### src/rtl/writeback_div_stage_if.sv
// writeback_div_stage_if
//   Bundles the memory-stage inputs and the writeback/divider outputs of
//   writeback_div_stage.
//   master : pipeline side. Drives the *_M signals and observes the
//            writeback and divider results.
//   slave  : writeback_div_stage itself.
//   Memory-stage signals : reg_write_M, mem_to_reg_M, alu_out_M, read_data_M,
//                          write_reg_M, HasDivM, div_signed_M,
//                          div_dividend_M, div_divisor_M
//   Writeback signals    : writeback_value, writeback_id, reg_write_W,
//                          HasDivW, DivHiW, DivLoW, div_busy
interface writeback_div_stage_if #(
    parameter int WIDTH = 32
);
    logic             reg_write_M;
    logic             mem_to_reg_M;
    logic [WIDTH-1:0] alu_out_M;
    logic [WIDTH-1:0] read_data_M;
    logic [4:0]       write_reg_M;
    logic             HasDivM;
    logic             div_signed_M;
    logic [WIDTH-1:0] div_dividend_M;
    logic [WIDTH-1:0] div_divisor_M;

    logic [WIDTH-1:0] writeback_value;
    logic [4:0]       writeback_id;
    logic             reg_write_W;
    logic             HasDivW;
    logic [WIDTH-1:0] DivHiW;
    logic [WIDTH-1:0] DivLoW;
    logic             div_busy;

    modport master (
        output reg_write_M, mem_to_reg_M, alu_out_M, read_data_M, write_reg_M,
               HasDivM, div_signed_M, div_dividend_M, div_divisor_M,
        input  writeback_value, writeback_id, reg_write_W,
               HasDivW, DivHiW, DivLoW, div_busy
    );

    modport slave (
        input  reg_write_M, mem_to_reg_M, alu_out_M, read_data_M, write_reg_M,
               HasDivM, div_signed_M, div_dividend_M, div_divisor_M,
        output writeback_value, writeback_id, reg_write_W,
               HasDivW, DivHiW, DivLoW, div_busy
    );
endinterface

### src/rtl/writeback_div_stage.sv
// writeback_div_stage
//   This module is the writeback-side producer for the register-file write
//   port and for the HI/LO write port.
//   The GPR path is one register stage. It places either the ALU result or
//   the load value on writeback_value. It also forwards writeback_id and
//   reg_write_W.
//   The iterative restoring divider produces one quotient bit per cycle. It
//   returns the remainder on DivHiW and the quotient on DivLoW. HasDivW is a
//   one-cycle strobe that marks a completed divide. div_busy is high while a
//   divide is in flight.
//   Ports:
//     clock : rising-edge clock
//     reset : synchronous, active-high
//     wb    : writeback_div_stage_if.slave (memory-stage in, writeback out)
//   Optional feature:
//     DIV_ZERO_FAST_EN - When this macro is defined, a zero divisor skips the
//                        iterations and goes directly to the sign-fix cycle.
//
//   state | meaning
//   ------+-----------------------------------------------------------
//   IDLE  | waiting; a HasDivM here captures operands
//   RUN   | one restoring iteration per cycle, WIDTH iterations
//   FIX   | sign correction, results registered, HasDivW next cycle
module writeback_div_stage #(
    parameter int WIDTH = 32
) (
    input logic                  clock,
    input logic                  reset,
    writeback_div_stage_if.slave wb
);
    localparam int IW = (WIDTH > 1) ? $clog2(WIDTH) : 1;

    typedef enum logic [1:0] {
        IDLE = 2'd0,
        RUN  = 2'd1,
        FIX  = 2'd2
    } div_state_t;

    div_state_t state_q, state_d;

    logic [WIDTH-1:0] rem_q;
    logic [WIDTH-1:0] quo_q;
    logic [WIDTH-1:0] dvs_q;
    logic [IW-1:0]    iter_q;
    logic             q_neg_q;
    logic             r_neg_q;
    logic             dz_q;

    logic [WIDTH-1:0] wb_value_q;
    logic [4:0]       wb_id_q;
    logic             wb_rw_q;
    logic             has_div_q;
    logic [WIDTH-1:0] div_hi_q;
    logic [WIDTH-1:0] div_lo_q;

    // Operand magnitudes, taken while the divider is IDLE
    logic             dividend_neg, divisor_neg, divisor_zero;
    logic [WIDTH-1:0] dividend_mag, divisor_mag;

    assign dividend_neg = wb.div_signed_M & wb.div_dividend_M[WIDTH-1];
    assign divisor_neg  = wb.div_signed_M & wb.div_divisor_M[WIDTH-1];
    assign divisor_zero = (wb.div_divisor_M == '0);
    assign dividend_mag = dividend_neg ? ('0 - wb.div_dividend_M) : wb.div_dividend_M;
    assign divisor_mag  = divisor_neg  ? ('0 - wb.div_divisor_M)  : wb.div_divisor_M;

    // Restoring step. The compare and subtract are one bit wider than the
    // operands, so the shifted-in bit never overflows.
    logic [WIDTH:0] rem_shift, rem_diff, rem_next;
    logic           rem_ge;
    logic           rem_top_unused;

    assign rem_shift = {rem_q, quo_q[WIDTH-1]};
    assign rem_ge    = (rem_shift >= {1'b0, dvs_q});
    assign rem_diff  = rem_shift - {1'b0, dvs_q};
    assign rem_next  = rem_ge ? rem_diff : rem_shift;
    // The partial remainder is always below the divisor, so its top bit is zero.
    assign rem_top_unused = rem_next[WIDTH];

    // Sign fix. When the divisor is zero, the quotient keeps its all-ones value.
    logic [WIDTH-1:0] fix_lo, fix_hi;

    assign fix_lo = (q_neg_q && !dz_q) ? ('0 - quo_q) : quo_q;
    assign fix_hi = r_neg_q ? ('0 - rem_q) : rem_q;

    always_ff @(posedge clock) begin
        if (reset) begin
            state_q <= IDLE;
        end else begin
            state_q <= state_d;
        end
    end

    always_comb begin
        state_d = state_q;
        case (state_q)
            IDLE: begin
                if (wb.HasDivM) begin
`ifdef DIV_ZERO_FAST_EN
                    state_d = divisor_zero ? FIX : RUN;
`else
                    state_d = RUN;
`endif
                end
            end
            RUN: begin
                if (iter_q == IW'(WIDTH - 1)) begin
                    state_d = FIX;
                end
            end
            FIX:     state_d = IDLE;
            default: state_d = IDLE;
        endcase
    end

    always_ff @(posedge clock) begin
        if (reset) begin
            rem_q   <= '0;
            quo_q   <= '0;
            dvs_q   <= '0;
            iter_q  <= '0;
            q_neg_q <= 1'b0;
            r_neg_q <= 1'b0;
            dz_q    <= 1'b0;
        end else begin
            case (state_q)
                IDLE: begin
                    if (wb.HasDivM) begin
                        dvs_q   <= divisor_mag;
                        iter_q  <= '0;
                        q_neg_q <= dividend_neg ^ divisor_neg;
                        r_neg_q <= dividend_neg;
                        dz_q    <= divisor_zero;
`ifdef DIV_ZERO_FAST_EN
                        if (divisor_zero) begin
                            rem_q <= dividend_mag;
                            quo_q <= '1;
                        end else begin
                            rem_q <= '0;
                            quo_q <= dividend_mag;
                        end
`else
                        rem_q   <= '0;
                        quo_q   <= dividend_mag;
`endif
                    end
                end
                RUN: begin
                    rem_q  <= rem_next[WIDTH-1:0];
                    quo_q  <= {quo_q[WIDTH-2:0], rem_ge};
                    iter_q <= iter_q + 1'b1;
                end
                default: ;
            endcase
        end
    end

    always_ff @(posedge clock) begin
        if (reset) begin
            wb_value_q <= '0;
            wb_id_q    <= '0;
            wb_rw_q    <= 1'b0;
            has_div_q  <= 1'b0;
            div_hi_q   <= '0;
            div_lo_q   <= '0;
        end else begin
            wb_value_q <= wb.mem_to_reg_M ? wb.read_data_M : wb.alu_out_M;
            wb_id_q    <= wb.write_reg_M;
            wb_rw_q    <= wb.reg_write_M;
            has_div_q  <= (state_q == FIX);
            if (state_q == FIX) begin
                div_hi_q <= fix_hi;
                div_lo_q <= fix_lo;
            end
        end
    end

    assign wb.writeback_value = wb_value_q;
    assign wb.writeback_id    = wb_id_q;
    assign wb.reg_write_W     = wb_rw_q;
    assign wb.HasDivW         = has_div_q;
    assign wb.DivHiW          = div_hi_q;
    assign wb.DivLoW          = div_lo_q;
    assign wb.div_busy        = (state_q != IDLE);
endmodule

### src/flat_wrapper.sv
// flat-port wrapper written by rule: the top's interface ports become plain ports
module writeback_div_stage_flat 
#(
    parameter int WIDTH = 32
)
  (clock, reset, wb_reg_write_M, wb_mem_to_reg_M, wb_alu_out_M, wb_read_data_M, wb_write_reg_M, wb_HasDivM, wb_div_signed_M, wb_div_dividend_M, wb_div_divisor_M, wb_writeback_value, wb_writeback_id, wb_reg_write_W, wb_HasDivW, wb_DivHiW, wb_DivLoW, wb_div_busy);
  writeback_div_stage_if #(.WIDTH(WIDTH)) wb_i ();
  input logic clock;
  input logic reset;
  input wire logic [$bits(wb_i.reg_write_M)-1:0] wb_reg_write_M;
  input wire logic [$bits(wb_i.mem_to_reg_M)-1:0] wb_mem_to_reg_M;
  input wire logic [$bits(wb_i.alu_out_M)-1:0] wb_alu_out_M;
  input wire logic [$bits(wb_i.read_data_M)-1:0] wb_read_data_M;
  input wire logic [$bits(wb_i.write_reg_M)-1:0] wb_write_reg_M;
  input wire logic [$bits(wb_i.HasDivM)-1:0] wb_HasDivM;
  input wire logic [$bits(wb_i.div_signed_M)-1:0] wb_div_signed_M;
  input wire logic [$bits(wb_i.div_dividend_M)-1:0] wb_div_dividend_M;
  input wire logic [$bits(wb_i.div_divisor_M)-1:0] wb_div_divisor_M;
  output wire logic [$bits(wb_i.writeback_value)-1:0] wb_writeback_value;
  output wire logic [$bits(wb_i.writeback_id)-1:0] wb_writeback_id;
  output wire logic [$bits(wb_i.reg_write_W)-1:0] wb_reg_write_W;
  output wire logic [$bits(wb_i.HasDivW)-1:0] wb_HasDivW;
  output wire logic [$bits(wb_i.DivHiW)-1:0] wb_DivHiW;
  output wire logic [$bits(wb_i.DivLoW)-1:0] wb_DivLoW;
  output wire logic [$bits(wb_i.div_busy)-1:0] wb_div_busy;
  assign wb_i.reg_write_M = wb_reg_write_M;
  assign wb_i.mem_to_reg_M = wb_mem_to_reg_M;
  assign wb_i.alu_out_M = wb_alu_out_M;
  assign wb_i.read_data_M = wb_read_data_M;
  assign wb_i.write_reg_M = wb_write_reg_M;
  assign wb_i.HasDivM = wb_HasDivM;
  assign wb_i.div_signed_M = wb_div_signed_M;
  assign wb_i.div_dividend_M = wb_div_dividend_M;
  assign wb_i.div_divisor_M = wb_div_divisor_M;
  assign wb_writeback_value = wb_i.writeback_value;
  assign wb_writeback_id = wb_i.writeback_id;
  assign wb_reg_write_W = wb_i.reg_write_W;
  assign wb_HasDivW = wb_i.HasDivW;
  assign wb_DivHiW = wb_i.DivHiW;
  assign wb_DivLoW = wb_i.DivLoW;
  assign wb_div_busy = wb_i.div_busy;
  writeback_div_stage #(.WIDTH(WIDTH)) u_core (.clock(clock), .reset(reset), .wb(wb_i));
endmodule
### config.mk
export PLATFORM = sky130hd
export DESIGN_NAME = writeback_div_stage_flat
export DESIGN_NICKNAME = d
export VERILOG_FILES = /design/src/rtl/writeback_div_stage_if.sv /design/src/rtl/writeback_div_stage.sv /design/src/flat_wrapper.sv
export SDC_FILE = /design/constraint.sdc
export NUM_CORES = 1
export LEC_CHECK = 0
export BUFFER_PORTS_ARGS = -buffer_cell sky130_fd_sc_hd__buf_4
export CAP_MARGIN = 20
export CORE_ASPECT_RATIO = 0.9
export CORE_UTILIZATION = 47
export CTS_CLUSTER_DIAMETER = 50
export DETAILED_ROUTE_END_ITERATION = 6
export HOLD_SLACK_MARGIN = 0.05
export MAX_ROUTING_LAYER = met4
export PLACE_DENSITY = 0.7
export SETUP_SLACK_MARGIN = 0.05
export SYNTH_ARGS = -nofsm -noshare
export SYNTH_HDL_FRONTEND = slang
export SYNTH_SLANG_ARGS = --single-unit
export TNS_END_PERCENT = 100
### constraint.sdc
create_clock -name clock -period 4.17 [get_ports clock]
set_input_delay 0.6255 -clock clock [delete_from_list [all_inputs] [get_ports clock]]
set_output_delay 0.6255 -clock clock [all_outputs]
set_load 0.02 [all_outputs]
After elaboration in Yosys (flattened, before gate mapping)
Index checks and enable logic that the tools add are counted.
W data, S select, Z words.

cells by class
  $lt $le $gt $ge = 1
  reduce and logical (&&, ||, !) cells = 9
  mux-type cells = 15
  eq/ne operators = 5
  add/subtract/negate cells = 6
  bitwise logic cells = 3

operator list
  operator                 number
  $mux W32                 8
  $pmux W32 S2             2
  $sub A1 B32 Y32 const A  4
  $ge A33 B32 Y1           1
  $logic_not A32 Y1        1
  $sub A32 B32 Y32         1
  $pmux W5 S2              1
  $reduce_and A2 Y1        3
  $add A5 B1 Y5 const B    1
  $eq A5 B5 Y1 const B     1
  $mux W5                  1
  $mux W2                  2
  $pmux W2 S2              1
  $reduce_bool A2 Y1       2
  $and A1 B1 Y1            2
  $eq A2 B1 Y1 const B     1
  $eq A2 B2 Y1 const B     1
  $logic_not A2 Y1         1
  $ne A2 B1 Y1 const B     1
  $ne A2 B2 Y1 const B     1
  $logic_and A1 B1 Y1      1
  $logic_not A1 Y1         1
  $xor A1 B1 Y1            1

storage, ports and cells
  register bits after elaboration = 209
  word-level logic and storage cells = 53
  input port bits = 139

Depth between registers and ports, before layout
Gate-level depths: netlist of run 1.

  depth in word-level cells = 4
  gate-level depth with buffers = 14
  gate-level depth less buffers = 13

Worst setup path after synthesis of run 1
Ideal clock, no wire load.

  kind = input port to flip-flop
  start = in wb_div_divisor_M[8]
  end = reg u_core.dvs_q[28]
  setup slack = 1262 ps
  setup time = 86 ps
  buffers on the path = 0
  stages on the path = 8
  required time = 4084 ps
  arrival time = 2823 ps
  path through = or4_1 > or4_1 > nor3_2 > nand2_1 > nor4_2 > a31oi_1 > xnor2_1 > a211oi_1

on the way
  cells in the longest elaborated chain, start to end = 2

RTL lines
  item                  RTL line                    source
  from (decl)           flat_wrapper.sv:18          input wire logic [$bits(wb_i.div_divisor_M)-1:0] wb_div_divisor_M;
  $sub A1 B32 Y32       writeback_div_stage.sv:64   assign divisor_mag = divisor_neg ? ('0 - wb.div_divisor_M) : wb.div_divisor_M;
  $mux W32              writeback_div_stage.sv:64
  to (signal assigned)  writeback_div_stage.sv:128  dvs_q <= divisor_mag;
  to (decl)             writeback_div_stage.sv:43   logic [WIDTH-1:0] dvs_q;

Every way passes these cells.
A chain may end at the register's enable or synchronous reset.

Final worst setup path of run 1
  start = reg u_core.rem_q[7]
  end = reg u_core.rem_q[12]

on the way
  cells in the longest elaborated chain, start to end = 3

RTL lines
  item                                                       RTL line                                              source
  from (decl)                                                writeback_div_stage.sv:41                             logic [WIDTH-1:0] rem_q;
  from (signal assigned)                                     writeback_div_stage.sv:148                            rem_q <= rem_next[WIDTH-1:0];
  $sub A32 B32 Y32 / $ge A33 B32 Y1 (equally long branches)  writeback_div_stage.sv:74, writeback_div_stage.sv:73
  $mux W32 (*)                                               writeback_div_stage.sv:75                             assign rem_next = rem_ge ? rem_diff : rem_shift;
  $pmux W32 S2 (*)                                           writeback_div_stage.sv:125                            case (state_q)

Mark *: on every way between the ends. The rest lies on a longest branch, timed or not.

==> flow_summary_export.csv, run 1 <==
group,metric,value,unit
global_routing,grt_pass1_wl,53.4,mm
floorplanning,num_rows,54,
cts,cts_buffers,27,
yosys,synth_xor_area_share,9.97,%
sta,period_needed,3.62,ns
critical_path,path_cells,"ha_1 > and3_1 > and3_1 > o31ai_1 > a31oi_1 > o22ai_1 > o31a_1 > o211ai_2 > buf_4 > nand3_1 > nand3_1",
critical_path,crit_path_end_kind,"flip-flop",
critical_path,path_buf_inv,1,
global_routing,grtUsageTotal,26.2,%
routing,first_iter_violations,732,
floorplanning,initial_core_util,48.6,%
worst_hold_path,hold_depth,2,
yosys,ys_types,68,
placement,port_buffers,242,
sta,fmax,0.276,GHz
critical_path,crit_path_max_incr_delay,0.83,ns
yosys,avgSynthCellArea,7.95,um2
sta,finalWorstSetupSlack,0.547,ns
sta,slew_headroom,33.6,%
critical_path,r2r_cells,11,
power,leakage,0.00625,uW
sta,drv_slew,0,
yosys,syn_nets,1681,
yosys,synthSimpleGateAreaFrac,21.1,%
placement,pre_cts_ws,0.658,ns
layout,final_net_count,1870,
critical_path,cp_slowest_cell,"o211ai_2",
yosys,synthFlopType,"dfxtp_1",
floorplanning,die_area,26100,um2
yosys,yosys.area_share.adder,4.15,%
floorplanning,ios,243,
yosys,syn_area,11900,um2
worst_hold_path,hold_path.class,"in2reg",
routing,avgRoutedWirePerCell,16.7,um
cts,cts.sinks,209,
critical_path,crit_cells,11,
global_routing,grt_max_degree,120,
layout,n_fill_cell,2275,
routing,vias,11400,
yosys,synth.area.mux_share,2.94,%
floorplanning,core_area,24600,um2
run,maxCapViolations,0,
critical_path,critPathLaunchType,"flip-flop",
routing,remaining_drc_errors,0,
sta,worstMarginPinSlew,0.993,ns
cts,cts_resized,0,
yosys,synthCells,1503,
layout,area_delta_synth_final,23.8,%
floorplanning,die_h,153,um
cts,cts_root_buffer,"clkbuf_16",
power,powerDensity,408,nW/um2
sta,timing.final.hold_violations,0,
critical_path,critPathRequiredTime,4.64,ns
layout,drive_gt1_share,19.1,%
routing,postRouteWirelength,34.2,mm
sta,rsz0062_at_grt,"false",
sta,tns,0,ns
placement,place.gp.congestion,0.911,
sta,worst_clock_skew,0.00954,ns
power,peakVddDrop,0.265,mV
routing,avgViaCountPerCell,5.56,
cts,clock_latency,0.53,ns
yosys,synth_compound_area_share,21.7,%
yosys,synth-seq-area-share,35.0,%
cts,cts_hold_buf,0,
layout,finalNonFillerCells,2047,
status,status,"finished clean",
yosys,synth-seq-cells,209,
critical_path,arrival,4.09,ns
yosys,synthArstFlopShare,0,%
global_routing,antenna_found_initial,0,
sta,finalSetupViolCount,0,
layout,antennaDiodeCount,0,
yosys,synth_edf_count,0,
global_routing,gr-total-overflow,0,
cts,cts_setup_buffers,0,
floorplanning,die_w,170,um
placement,dp.cells,1998,
routing,ant_nets,0,
cts,cts.htree.levels,1,
critical_path,worst-setup-path-type,"reg2reg",
critical_path,path_max_fanout,18,
cts,clk_pin_slew,0.06,ns
yosys,synth_top_family_by_area,"compound AO/OA/AOI/OAI gates",
critical_path,crit_family,"compound AO/OA/AOI/OAI gates",
sta,period_share,86.9,%
global_routing,grt_pass1_vias,10100,
routing,drt_pre_antenna_iters,6,
cts,cts_tree,"yes",
placement,hpwl,25.7,mm
yosys,ys.warnings.count,0,
cts,clockBufferDepth,3,
synth_stat cells (19+ instances only):
master	instances	area (um2)
inv_1	51	191
a21oi_1	131	656
nand2_1	152	571
a211oi_1	67	503
mux2i_1	34	340
ha_1	38	475
o31ai_1	19	143
nor3_1	20	100
xnor2_1	61	534
nor2_1	174	653
o21ai_0	51	255
xor2_1	75	657
clkbuf_1	76	285
nand3_1	86	430
a22oi_1	30	225
dfxtp_1	209	4180
through the flow:
step / total power (uW) / util (%) / hold WS, ns / cell area (um2)
6_report: 6030 / 60.1 / 0.305 / 14800
5_1_grt: 6320 / 60.1 / 0.300 / 14800
4_1_cts: 6050 / 60.1 / 0.288 / 14800
3_5_place_dp: 3800 / 56.5 / 0.448 / 13900
3_3_place_gp: 3790 / 56.4 / 0.442 / 13900
2_1_floorplan: 3320 / - / 0.441 / 11900
metal layers:
layer	vias to the layer above	wire length, um	global-route usage (%)
met5	-	0	-
met4	0	738	6.01
met3	45	2440	3.60
met2	388	15300	40.5
met1	5209	15700	36.0
li1	5747	-	-
cells by family (layout without fill, tap and decap cells):
kind of cell / after synthesis / after routing
compound gates: 394 / 394
xor+xnor: 136 / 136
fa+ha+maj: 39 / 39
buf+inv: 147 / 355
flops: 209 / 209
mux: 35 / 35
simple gates: 543 / 543
cell usage in the layout, fill, tap and decap left out, types with 4 or more instances in the layout:
cell type  synthesis  final
buf_4              0    254
dfxtp_1          209    209
nor2_1           174    172
nand2_1          152    152
a21oi_1          131    131
nand3_1           86     86
xor2_1            75     75
a211oi_1          67     67
xnor2_1           61     61
inv_1             51     51
o21ai_0           51     51
ha_1              38     38
mux2i_1           34     34
a22oi_1           30     30
clkbuf_16          0     27
o31ai_1           19     19
nor3_1            20     19
a21o_1            17     17
nor2b_1           18     16
nand2b_1          14     14
nor4_1            13     13
and3_1            11     11
a311oi_1          11     11
a32oi_1           11     11
o41ai_1           10     10
a31oi_1           10     10
or3_1             10     10
or4_1              7      7
clkinv_2           0      7
and2_1             7      6
nand4_1            5      5
or2_2              4      4
o21a_1             4      4
nand3b_1           4      4
clkbuf_1          76      4
path summary, 6_finish.rpt:
check                                   startpoint                                    to  slack [ns]
hold / removal                   wb_write_reg_M[3]  u_core.wb.writeback_id[3]$_SDFF_PP0_        0.31
hold reg to reg   u_core.wb.DivHiW[7]$_SDFFE_PP0P_      u_core.wb.DivHiW[7]$_SDFFE_PP0P_        0.45
setup / recovery      u_core.rem_q[7]$_SDFFE_PP0P_         u_core.rem_q[12]$_SDFFE_PP0P_        0.55
setup reg to reg      u_core.rem_q[7]$_SDFFE_PP0P_         u_core.rem_q[12]$_SDFFE_PP0P_        0.55
report_power, final:
part	leakage (uW)	total [uW]	internal [uW]	switching, uW
logic	0.00412	1560	644	915
clock network	0.000429	2250	1350	894
registers	0.00171	2230	2100	123
sequential cells by signal, indices dropped and copies added (netlist names):
name,count
u_core.wb.DivLoW,32
u_core.quo_q,32
u_core.wb.writeback_value,32
u_core.dz_q,1
u_core.r_neg_q,1
u_core.iter_q,5
u_core.q_neg_q,1
u_core.rem_q,32
u_core.wb.writeback_id,5
u_core.wb.HasDivW,1
u_core.wb.reg_write_W,1
u_core.dvs_q,32
u_core.state_q,2
u_core.wb.DivHiW,32
layout make-up:
| type | count | area (um2) | area share, % |
|---|---|---|---|
| clock buffers | 33 | 718 | 4.86 |
| clock inverters | 15 | 150 | 1.02 |
| inverters | 51 | 191 | 1.30 |
| multi-input cells | 1147 | 7170 | 48.5 |
| flip-flops and latches | 209 | 4180 | 28.3 |
| well taps | 336 | 420 | 2.84 |
| repair buffers | 256 | 1950 | 13.2 |
(Power assumes the default switching activity.)
==> inputs of run 2 (changes only) <==
--- a/config.mk
+++ b/config.mk
@@ -7,7 +7,7 @@
 export LEC_CHECK = 0
 export BUFFER_PORTS_ARGS = -buffer_cell sky130_fd_sc_hd__buf_4
 export CAP_MARGIN = 20
-export CORE_ASPECT_RATIO = 0.9
+export CORE_ASPECT_RATIO = 2
 export CORE_UTILIZATION = 47
 export CTS_CLUSTER_DIAMETER = 50
 export DETAILED_ROUTE_END_ITERATION = 6
==> run 2 against run 1 <==
Compared with the run above:
- wire length is 8.9% higher
- total power is 3.5% lower
- largest cell class unchanged
- critical path type unchanged
- core utilization is 1.3 points lower
- first-iteration DRC count is 40% lower
- count of clock-buffer cells in the layout is 5 lower
- sequential share of layout area is 0.099 points higher
- sequential power hardly changed
- largest power group is now registers
- critical path depth stayed put
- fmax is 14% higher
- combinational power is 3% higher
- non-clock buffer count is 13 higher
==> flow_summary_export.csv, run 2 (synthesis gave the netlist of run 1 again) <==
group,metric,value,unit
power,powerDensity,395,nW/um2
sta,drv_slew,0,
layout,layout_common_cells,"buf_4 (268), dfxtp_1 (209), nor2_1 (172), nand2_1 (152), a21oi_1 (131)",
floorplanning,initial_core_util,47.7,%
cts,cts_hold_buf,0,
critical_path,crit_path_end_kind,"flip-flop",
routing,ant_nets,0,
worst_hold_path,holdPathEnd,"u_core.wb.reg_write_W$_SDFF_PP0_",
placement,port_buffers,242,
sta,fmax,0.314,GHz
critical_path,crit_path_max_incr_delay,0.44,ns
sta,worst_clock_skew,0.0105,ns
sta,slew_headroom,26.8,%
cts,cts_setup_buffers,0,
cts,cts_buffers,21,
layout,area_delta_synth_final,23.3,%
run,maxCapViolations,0,
sta,hold_slack,0.320,ns
sta,period_share,76.3,%
global_routing,grt_pass1_wl,57.3,mm
layout,antennaDiodeCount,0,
routing,first_iter_violations,442,
critical_path,path_cells,"ha_1 > and3_1 > and3_1 > o31ai_1 > a31oi_1 > o22ai_1 > o31a_1 > o211ai_2 > buf_4 > nand2_1 > o21ai_0",
critical_path,timing.rr.start,"u_core.rem_q[5]$_SDFFE_PP0P_",
critical_path,worstReg2RegEnd,"u_core.rem_q[30]$_SDFFE_PP0P_",
status,status,"finished clean",
sta,finalSetupViolCount,0,
routing,drt_pre_antenna_iters,5,
worst_hold_path,hold_path.class,"in2reg",
critical_path,worst-setup-path-type,"reg2reg",
floorplanning,die_w,115,um
global_routing,grt_max_degree,124,
floorplanning,num_rows,82,
critical_path,path_buf_inv,1,
cts,clock_latency,0.51,ns
cts,clk_pin_slew,0.06,ns
cts,cts_resized,0,
cts,cts.htree.levels,1,
routing,postRouteWirelength,37.2,mm
layout,final_common_cell,"buf_4",
cts,clockBufferDepth,3,
critical_path,critPathLaunchType,"flip-flop",
sta,tns,0,ns
global_routing,grtUsageTotal,29.0,%
floorplanning,ios,243,
floorplanning,die_area,26100,um2
worst_hold_path,hp-start,"wb_reg_write_M",
global_routing,grt_pass1_vias,11000,
routing,avgRoutedWirePerCell,18.2,um
critical_path,arrival,3.61,ns
placement,hpwl,28.5,mm
routing,avgViaCountPerCell,5.64,
global_routing,antenna_found_initial,0,
layout,final_net_count,1877,
critical_path,crit_family,"compound AO/OA/AOI/OAI gates",
critical_path,path_common_cell,"and3_1",
sta,period_needed,3.18,ns
floorplanning,die_h,227,um
cts,cts.sinks,209,
floorplanning,core_area,25000,um2
layout,drive_gt1_share,19.3,%
cts,cts_tree,"yes",
worst_hold_path,hold_depth,2,
critical_path,path_max_fanout,33,
sta,rsz0062_at_grt,"false",
sta,timing.final.hold_violations,0,
placement,place.gp.congestion,0.980,
power,peakVddDrop,0.278,mV
sta,worstMarginPinSlew,1.10,ns
routing,vias,11600,
routing,remaining_drc_errors,0,
critical_path,r2r_cells,11,
critical_path,regToRegSetupSlack,0.99,ns
critical_path,cp_slowest_cell,"dfxtp_1",
global_routing,gr-total-overflow,0,
power,leakage,0.00625,uW
critical_path,critPathRequiredTime,4.60,ns
cts,cts_root_buffer,"clkbuf_16",
[run 2: final cells by class]
cell class | count | area (um2)
Fill cell | 2380 | 10300
Multi-Input combinational cell | 1147 | 7170
Sequential cell | 209 | 4180
Timing Repair Buffer | 269 | 2030
Clock buffer | 28 | 592
Tap cell | 336 | 420
Inverter | 51 | 191
Clock inverter | 10 | 139
[run 2: worst max-delay path by stage]
stage / from / depth (start not counted) / endpoint / slack [ns]
detailed placement: wb_div_divisor_M[8] / 9 / u_core.dvs_q[26]$_SDFFE_PP0P_ / 0.75
floorplan: wb_div_divisor_M[8] / 8 / u_core.dvs_q[28]$_SDFFE_PP0P_ / 1.26
global placement: wb_div_divisor_M[8] / 9 / u_core.dvs_q[26]$_SDFFE_PP0P_ / 0.82
global route: u_core.rem_q[5]$_SDFFE_PP0P_ / 11 / u_core.rem_q[30]$_SDFFE_PP0P_ / 0.67
finish: u_core.rem_q[5]$_SDFFE_PP0P_ / 11 / u_core.rem_q[30]$_SDFFE_PP0P_ / 0.99
CTS: u_core.rem_q[5]$_SDFFE_PP0P_ / 11 / u_core.rem_q[30]$_SDFFE_PP0P_ / 1.0
[run 2: worst register-to-register path, stage by stage (launching register included)]
cell	delay (ns)
dfxtp_1	0.44
ha_1	0.42
and3_1	0.27
and3_1	0.19
o31ai_1	0.11
a31oi_1	0.18
o22ai_1	0.14
o31a_1	0.39
o211ai_2	0.20
buf_4	0.38
nand2_1	0.18
o21ai_0	0.20
[run 2: per-layer routing]
layer | up-vias | share of wire (%) | global-route usage (%)
li1 | 5748 | - | -
met1 | 5408 | 35 | 27.9
met2 | 316 | 54 | 54.5
met3 | 93 | 3.9 | 2.40
met4 | 0 | 6.9 | 18.9
met5 | - | 0 | -
[run 2: report_power, final]
group          switching, uW  internal (uW)  leakage (uW)
logic                    947            655       0.00419
registers                107           2100       0.00171
clock network            820           1190      0.000359
total                   1870           3950       0.00625
[run 2: metrics by stage]
step / cells / setup WS, ns / area (um2) / power, uW / utilization (%)
finish: 2050 / 0.990 / 14700 / 5820 / 58.8
detailed placement: 2012 / 0.746 / 14000 / 3840 / 55.9
global placement: 2012 / 0.818 / 14000 / 3820 / 55.9
CTS: 2050 / 0.998 / 14700 / 5860 / 58.8
global route: 2050 / 0.667 / 14700 / 6110 / 58.8
floorplan: 1503 / 1.26 / 11900 / 3320 / -
